### config.mk
export PLATFORM = sky130hd
export DESIGN_NAME = selecionar_ativo
export DESIGN_NICKNAME = d
export VERILOG_FILES = /design/src/rtl/selecionar_ativo.sv
export SDC_FILE = /design/constraint.sdc
export NUM_CORES = 1
export LEC_CHECK = 0
export BUFFER_PORTS_ARGS = -buffer_cell sky130_fd_sc_hd__buf_2
export CAP_MARGIN = 30
export CORE_AREA = 10 10 102 77
export DETAILED_ROUTE_END_ITERATION = 10
export DIE_AREA = 0 0 112 87
export HOLD_SLACK_MARGIN = 0.08
export PLACE_DENSITY = 0.75
export SYNTH_ARGS = -nofsm -noshare
export SYNTH_HDL_FRONTEND = slang
export SYNTH_SLANG_ARGS = --single-unit
export TNS_END_PERCENT = 10
### constraint.sdc
create_clock -name clk -period 2.2 [get_ports clk]
set_input_delay 0.66 -clock clk [delete_from_list [all_inputs] [get_ports clk]]
set_output_delay 0.66 -clock clk [all_outputs]
set_load 0.01 [all_outputs]
### src/rtl/selecionar_ativo.sv
// Locates the active node holding the global minimum criterion, hands its index/address
// downstream over a valid/release handshake, then pulses a one-hot grant back to the array.
module selecionar_ativo #(
  parameter int unsigned NUM_NA         = 8,
  parameter int unsigned ADDR_WIDTH     = 8,
  parameter int unsigned CRITERIO_WIDTH = 5
) (
  input  logic                             clk,
  input  logic                             rst,
  input  logic                             ca_pronto_in,
  input  logic [CRITERIO_WIDTH-1:0]        ca_criterio_geral_in,
  input  logic [NUM_NA-1:0]                na_ativo_in,
  input  logic [NUM_NA*CRITERIO_WIDTH-1:0] na_criterio_in,
  input  logic [NUM_NA*ADDR_WIDTH-1:0]     na_endereco_in,
  input  logic                             sa_liberar_in,
  output logic                             sa_valido_o,
  output logic [$clog2(NUM_NA)-1:0]        sa_indice_o,
  output logic [ADDR_WIDTH-1:0]            sa_endereco_o,
  output logic [NUM_NA-1:0]                sa_grant_o,
  output logic                             sa_vazio_o,
  output logic                             sa_ocupado_o
);

  localparam int unsigned COUNT_WIDTH = $clog2(NUM_NA);

  typedef enum logic [1:0] {
    IDLE  = 2'd0,
    SCAN  = 2'd1,
    VALID = 2'd2,
    GRANT = 2'd3
  } state_t;

  state_t                    state_q;
  logic [COUNT_WIDTH-1:0]    count_q;
  logic [CRITERIO_WIDTH-1:0] crit_q;
  logic                      valido_q;
  logic [COUNT_WIDTH-1:0]    indice_q;
  logic [ADDR_WIDTH-1:0]     endereco_q;
  logic [NUM_NA-1:0]         grant_q;
  logic                      vazio_q;
  logic                      ocupado_q;

  logic [CRITERIO_WIDTH-1:0] crit_arr [NUM_NA];
  logic [ADDR_WIDTH-1:0]     addr_arr [NUM_NA];
  logic [NUM_NA-1:0]         grant_d;
  logic                      match_c;
  logic                      last_c;

  // Unpack the flat node buses into per-slot views
  for (genvar g = 0; g < NUM_NA; g++) begin : g_unpack
    assign crit_arr[g] = na_criterio_in[CRITERIO_WIDTH*g +: CRITERIO_WIDTH];
    assign addr_arr[g] = na_endereco_in[ADDR_WIDTH*g +: ADDR_WIDTH];
  end

  assign match_c = na_ativo_in[count_q] && (crit_arr[count_q] == crit_q);
  assign last_c  = (count_q == COUNT_WIDTH'(NUM_NA - 1));

  always_comb begin
    grant_d           = '0;
    grant_d[indice_q] = 1'b1;
  end

  always_ff @(posedge clk) begin
    if (rst) begin
      state_q    <= IDLE;
      count_q    <= '0;
      crit_q     <= '0;
      valido_q   <= 1'b0;
      indice_q   <= '0;
      endereco_q <= '0;
      grant_q    <= '0;
      vazio_q    <= 1'b0;
      ocupado_q  <= 1'b0;
    end else begin
      vazio_q <= 1'b0;
      grant_q <= '0;
      case (state_q)
        IDLE: begin
          if (ca_pronto_in) begin
            crit_q <= ca_criterio_geral_in;
            if (na_ativo_in == '0) begin
              vazio_q <= 1'b1;
            end else begin
              state_q   <= SCAN;
              count_q   <= '0;
              ocupado_q <= 1'b1;
            end
          end
        end
        SCAN: begin
          // Ascending scan makes ties resolve to the lowest index
          if (match_c) begin
            indice_q   <= count_q;
            endereco_q <= addr_arr[count_q];
            valido_q   <= 1'b1;
            state_q    <= VALID;
          end else if (last_c) begin
            vazio_q   <= 1'b1;
            ocupado_q <= 1'b0;
            state_q   <= IDLE;
          end else begin
            count_q <= count_q + COUNT_WIDTH'(1);
          end
        end
        VALID: begin
          if (sa_liberar_in) begin
            valido_q <= 1'b0;
            grant_q  <= grant_d;
            state_q  <= GRANT;
          end
        end
        GRANT: begin
          ocupado_q <= 1'b0;
          state_q   <= IDLE;
        end
        default: begin
          ocupado_q <= 1'b0;
          state_q   <= IDLE;
        end
      endcase
    end
  end

  assign sa_valido_o   = valido_q;
  assign sa_indice_o   = indice_q;
  assign sa_endereco_o = endereco_q;
  assign sa_grant_o    = grant_q;
  assign sa_vazio_o    = vazio_q;
  assign sa_ocupado_o  = ocupado_q;

endmodule

==> results of run 1 <==
## timing repair
item,in CTS,in global routing
pin swaps,9,0
endpoints found under the setup margin,19,19
resized for setup,5,2
## worst max path at each step
stage,start,endpoint,slack [ps],cells past startpoint
after global routing,count_q[1],sa_indice_o[2],-340,9
after detailed placement,na_criterio_in[33],sa_endereco_o[3],-500,9
final,count_q[0],sa_indice_o[2],-190,9
after floorplan,na_criterio_in[38],sa_indice_o[0],-120,8
after global placement,na_criterio_in[33],sa_endereco_o[1],-370,9
after CTS,count_q[0],sa_indice_o[2],-220,9
## worst max-delay path: stages (launching register included)
cell and delay [ps]:
dfxtp_4 390, buf_4 150, mux4_2 510, mux2i_2 200
xor2_1 180, o211ai_1 180, nor3_4 250, buf_12 190
mux2i_1 190, nor2_1 50
## layer usage
metal / wire [um] / vias up / part of all wire [%] / track usage, %
li1: - / 1091 / - / -
met2: 3830 / 98 / 49 / 27.4
met5: 0 / - / 0 / 0
met4: 100 / 0 / 1.3 / 3.91
met3: 747 / 13 / 9.6 / 6.68
met1: 3090 / 1025 / 40 / 17.1
## kinds of logic (layout without fill, tap and decap cells)
group / Yosys count / in the layout / synth area share, %
AO/OA/AOI/OAI: 30 / 30 / 11.4
AND/OR/NAND/NOR: 65 / 65 / 14.5
buffers and inverters: 21 / 176 / 5.21
multiplexers: 44 / 44 / 35.2
adder cells (fa/ha/maj): 6 / 6 / 3.33
XOR/XNOR: 5 / 5 / 1.94
flip-flops: 32 / 32 / 28.4
## area by class of cell
| cell class | instances | area (um2) | share of cell area (%) |
|---|---|---|---|
| clock inverters | 2 | 35.0 | 1.06 |
| multi-input cells | 150 | 1530 | 46.2 |
| clock buffers | 6 | 72.6 | 2.20 |
| repair buffers | 161 | 898 | 27.2 |
| well taps | 78 | 97.6 | 2.96 |
| inverters | 7 | 26.3 | 0.796 |
| flip-flops and latches | 32 | 644 | 19.5 |
## power breakdown
group          switching [W]  internal [W]  total (W)
Clock               0.000218      0.000336   0.000554
Sequential         0.0000429      0.000625   0.000668
Combinational       0.000465      0.000557    0.00102
Total               0.000727       0.00152    0.00224
## layout by cell type (no fill, tap or decap), types with 3 or more instances in the layout
master	instances
mux2i_1	14
nand4_1	5
mux4_2	27
nand3_1	10
buf_12	3
nand2_1	12
inv_1	7
xor2_1	5
a211oi_2	9
nor2_2	7
or4_1	3
buf_4	14
ha_1	6
nor2_1	17
nand2b_1	3
nor3_1	3
buf_2	142
dfxtp_1	31
a21oi_1	8
o21ai_0	3
clkbuf_8	5
## state kept, by name (all words and copies together) (netlist names), named ones only
| name | cells |
|---|---|
| crit_q | 5 |
| sa_vazio_o | 1 |
| sa_indice_o | 3 |
| sa_endereco_o | 8 |
| sa_valido_o | 1 |
| count_q | 3 |
| sa_ocupado_o | 1 |
| sa_grant_o | 8 |
| state_q | 1 |
## metrics by stage
stage / utilization [%] / TNS (ps)
after global placement: 53.0 / -6250
after global routing: 55.2 / -4960
after CTS: 55.1 / -2710
after floorplan: - / -1350
after detailed placement: 53.0 / -8430
final: 55.2 / -2340
==> impl_metrics.toml, run 1 <==
[logic_synthesis]
yosysTopAreaCell = "dfxtp_1"
synth_cells = 203
synthArstFlopShare_pct = 0
netlist_area_mm2 = 0.00226
synth.most_common_cell = "dfxtp_1"
ys_top_cells_by_count = "dfxtp_1, mux4_2, nor2_1"
synth.top_cell.area_share_pct = 28.4
yosysWarningCount = 0
synth_edf_count = 0
synth.ff_latch_count = 32
synthTopCellsByArea = "dfxtp_1, mux4_2, mux2i_1"
synth_cell_types = 38
syn-num-nets = 330
yosysSeqAreaShare_pct = 28.4
syn_area_per_cell_um2 = 11.1
ys.flop_type = "dfxtp_1"

[finish]
fin_area_mm2 = 0.00330
fin_nets = 484
layout.cells.non_filler = 436
drive_gt1_share_pct = 61.7
fill_cells = 528
area_growth_pct = 46.2
antennaDiodeCount = 0

[pwr]
finalPower_w = 0.00224
powerDensity_mw_per_mm2 = 680
peakVddDrop_mv = 0.304
p_leak_nw = 1.46

[sta]
hold_slack_ps = 479
slew_headroom_pct = 75.3
rsz0062_at_grt = "true"
timing.final.crit_share_pct = 109
slew_violations = 0
setup_viol = 19
finClkSkew_ps = 7.00
hold_violations = 0
fin_crit_ps = 2390
max_freq_mhz = 418
postLayoutSetupSlackWorst_ps = -193
tightest_slew_ps = 368

[hold_path]
min_to = "crit_q[1]"
min_delay_path_depth = 2
min_path_type = "register to register"
hold_path.startpoint = "crit_q[1]"

[die]
die_area_mm2 = 0.00974
initial_core_util_pct = 37.8
placementRows = 24
core-area_mm2 = 0.00598
die_w_um = 112
pin_count = 143
fp.dieH_um = 87

[cts]
numCtsBuffers = 5
clk_latency_ps = 290
cts_setup_buffers = 0
clock_path_buffers = 2
cts_tree = "built"
clkTransAtPathRegs_ps = 70
clock-root-buffer = "clkbuf_8"
cts.sinks = 32
htreeDepth = 2
ctsHoldBuffers = 0

[grt]
grt_pass1_vias = 2577
grt_max_degree = 16
antenna_found_initial = 0
grt_pass1_wl_um = 12500
grt_use_total_pct = 15.6
gr-total-overflow = 0

[placement]
gp_congestion = 0.803
dp_cells = 428
port_buffers = 142
dpl.hpwl_um = 6650
dp_worst_setup_slack_ps = -500
placed_area_mm2 = 0.00317

[critical_path]
cp-start-kind = "register"
r2r_cells = 9
crit_required_ps = 2370
rrSetupSlack_ps = -190
end_kind = "register"
crit_type = "register to register"
cp_data_arrival_time_ps = 2570
r2r_end = "sa_indice_o[2]"
reg2reg_from = "count_q[0]"
cp_max_fo = 13

[route]
via_per_inst = 5.11
drtIter0Drc = 64
remaining_drc_errors = 0
drtPass1Iterations = 4
routed_wl_um = 7770
antenna_left = 0
wire_per_inst_um = 17.8
num_vias = 2227

[outcome]
status = "complete, but fails checks"
failed_checks = "negative setup slack"

[run]
cap_violations = 0
No activity file was read; power rests on OpenSTA's default activity.
==> run 2: changes to the inputs <==
--- a/config.mk
+++ b/config.mk
@@ -5,9 +5,11 @@
 export SDC_FILE = /design/constraint.sdc
 export NUM_CORES = 1
 export LEC_CHECK = 0
+export ABC_AREA = 0
 export BUFFER_PORTS_ARGS = -buffer_cell sky130_fd_sc_hd__buf_2
 export CAP_MARGIN = 30
 export CORE_AREA = 10 10 102 77
+export CTS_BUF_LIST = sky130_fd_sc_hd__clkbuf_16
 export DETAILED_ROUTE_END_ITERATION = 10
 export DIE_AREA = 0 0 112 87
 export HOLD_SLACK_MARGIN = 0.08
==> run 2 against run 1 <==
Against the previous run: the run still ends with negative setup slack left; core utilization up 0.94 points; via count up 0.54%; total power up 9.3%; final area increased by 1.7%; first-iteration DRC count up 7.8%; sequential share of layout area fell by 0.33 points; non-clock buffer count unchanged; global-route usage decreased by 0.12 points; critical path type unchanged; largest power group unchanged.
==> impl_metrics.toml, run 2 (synthesis results as in run 1) <==
[pwr]
pwr-share-clk_pct = 30.9
p_int_w = 0.00171
powerDensity_mw_per_mm2 = 730
comb_power_share_pct = 41.7
finalPower_w = 0.00245
peakVddDrop_mv = 0.390
pwr-share-seq_pct = 27.3
p_leak_nw = 1.49
p_sw_share_pct = 30.3
power_switching_w = 0.000743

[sta]
hold_slack_ps = 477
setup_viol = 19
slew_headroom_pct = 75.4
hold_violations = 0
fin_crit_ps = 2400
tightest_slew_ps = 368
timing.final.crit_share_pct = 109
max_freq_mhz = 417
rsz0062_at_grt = "true"
slew_violations = 0
finClkSkew_ps = 4.79
postLayoutSetupSlackWorst_ps = -200

[route]
routed_wl_um = 7750
num_vias = 2239
antenna_left = 0
remaining_drc_errors = 0
drtIter0Drc = 69
drtPass1Iterations = 4
via_per_inst = 5.14
wire_per_inst_um = 17.8

[critical_path]
r2r_end = "sa_indice_o[1]"
r2r_cells = 9
crit_type = "register to register"
rrSetupSlack_ps = -200
cp-start-kind = "register"
end_kind = "register"
cp_data_arrival_time_ps = 2550
crit_required_ps = 2360
cp_max_fo = 13
reg2reg_from = "count_q[0]"

[finish]
drive_gt1_share_pct = 61.7
mostFrequentLayoutCell = "buf_2"
antennaDiodeCount = 0
area_growth_pct = 48.7
fin_area_mm2 = 0.00336
final_cell_mix = "buf_2, dfxtp_1, mux4_2"
fin_nets = 484

[cts]
cts.sinks = 32
htreeDepth = 2
clock_path_buffers = 2
clock-root-buffer = "clkbuf_16"
cts_tree = "built"
numCtsBuffers = 5
clk_latency_ps = 270
clkTransAtPathRegs_ps = 50

[grt]
met2_usage_pct = 27.3
grt_max_degree = 16
grt_pass1_vias = 2580
top_usage_layer = "met2"
gr-total-overflow = 0
met3_usage_pct = 6.68
grt_use_total_pct = 15.5
antenna_found_initial = 0
grt_pass1_wl_um = 12500
gr-usage-met1_pct = 17.0

[die]
fp.dieH_um = 87
initial_core_util_pct = 37.8
die_w_um = 112
core-area_mm2 = 0.00598
pin_count = 143
die_area_mm2 = 0.00974
placementRows = 24

[hold_path]
min_path_type = "register to register"
hold_path.startpoint = "crit_q[1]"
min_to = "crit_q[1]"
min_delay_path_depth = 2

[placement]
port_buffers = 142
placed_area_mm2 = 0.00317
gp_congestion = 0.803
dpl.hpwl_um = 6650

[outcome]
failed_checks = "negative setup slack"
status = "complete, but fails checks"

[run]
cap_violations = 0
==> run 2: changes by cell type in the layout (fill, tap and decap cells not counted), sizes merged <==
cell,change
inv,+1
clkbuf,-1
==> run 2: how the worst max path moves through the flow <==
stage / from / to / slack [ps] / cells past startpoint
floorplan: na_criterio_in[38] / sa_indice_o[0] / -120 / 8
global placement: na_criterio_in[33] / sa_endereco_o[1] / -370 / 9
detailed placement: na_criterio_in[33] / sa_endereco_o[3] / -500 / 9
CTS: count_q[0] / sa_indice_o[2] / -210 / 9
global route: count_q[1] / sa_indice_o[2] / -340 / 9
finish: count_q[0] / sa_indice_o[1] / -200 / 9
==> run 2: through the flow <==
| stage | setup TNS (ps) | utilization [%] | worst slack [ps] | std cells |
|---|---|---|---|---|
| floorplan | -1350 | - | -121 | 203 |
| global placement | -6250 | 53.0 | -367 | 428 |
| detailed placement | -8430 | 53.0 | -500 | 428 |
| CTS | -2680 | 56.0 | -215 | 436 |
| global route | -4890 | 56.2 | -337 | 436 |
| finish | -2450 | 56.2 | -200 | 436 |
==> run 2: per-layer routing <==
layer	vias to the layer above	share of wire, %
met5	-	0
met4	0	1.1
met3	10	9.3
met2	105	49
met1	1031	40
li1	1093	-
==> run 2: power groups by stage <==
stage | clock network, W | registers, W | logic [W]
floorplan | 0 | 0.000669 | 0.000689
global placement | 0 | 0.000679 | 0.000982
detailed placement | 0 | 0.000677 | 0.00100
CTS | 0.000773 | 0.000669 | 0.00102
global route | 0.000796 | 0.000676 | 0.00112
finish | 0.000759 | 0.000670 | 0.00102
==> run 2: final cells by class <==
cell class | count | area (um2)
Sequential cell | 32 | 644
Multi-Input combinational cell | 150 | 1530
Clock inverter | 3 | 38.8
Clock buffer | 5 | 125
Timing Repair Buffer | 161 | 898
Inverter | 7 | 26.3
Tap cell | 78 | 97.6
Fill cell | 520 | 2620
==> run 2: worst max-delay path, stage by stage (launching register included) <==
cell      delay [ps]
dfxtp_4          380
buf_4            150
mux4_2           510
mux2i_2          200
xor2_1           180
o211ai_1         180
nor3_4           250
buf_12           190
mux2i_1          190
nor2_1            50
==> run 2: what timing repair did <==
action | 4_1_cts | 5_1_grt
resized for setup | 5 | 2
hold buffers | 0 | 0
hold endpoints to repair | 0 | 0
setup buffers | 0 | 0
pin swaps | 9 | 0
endpoints found under the setup margin | 19 | 19
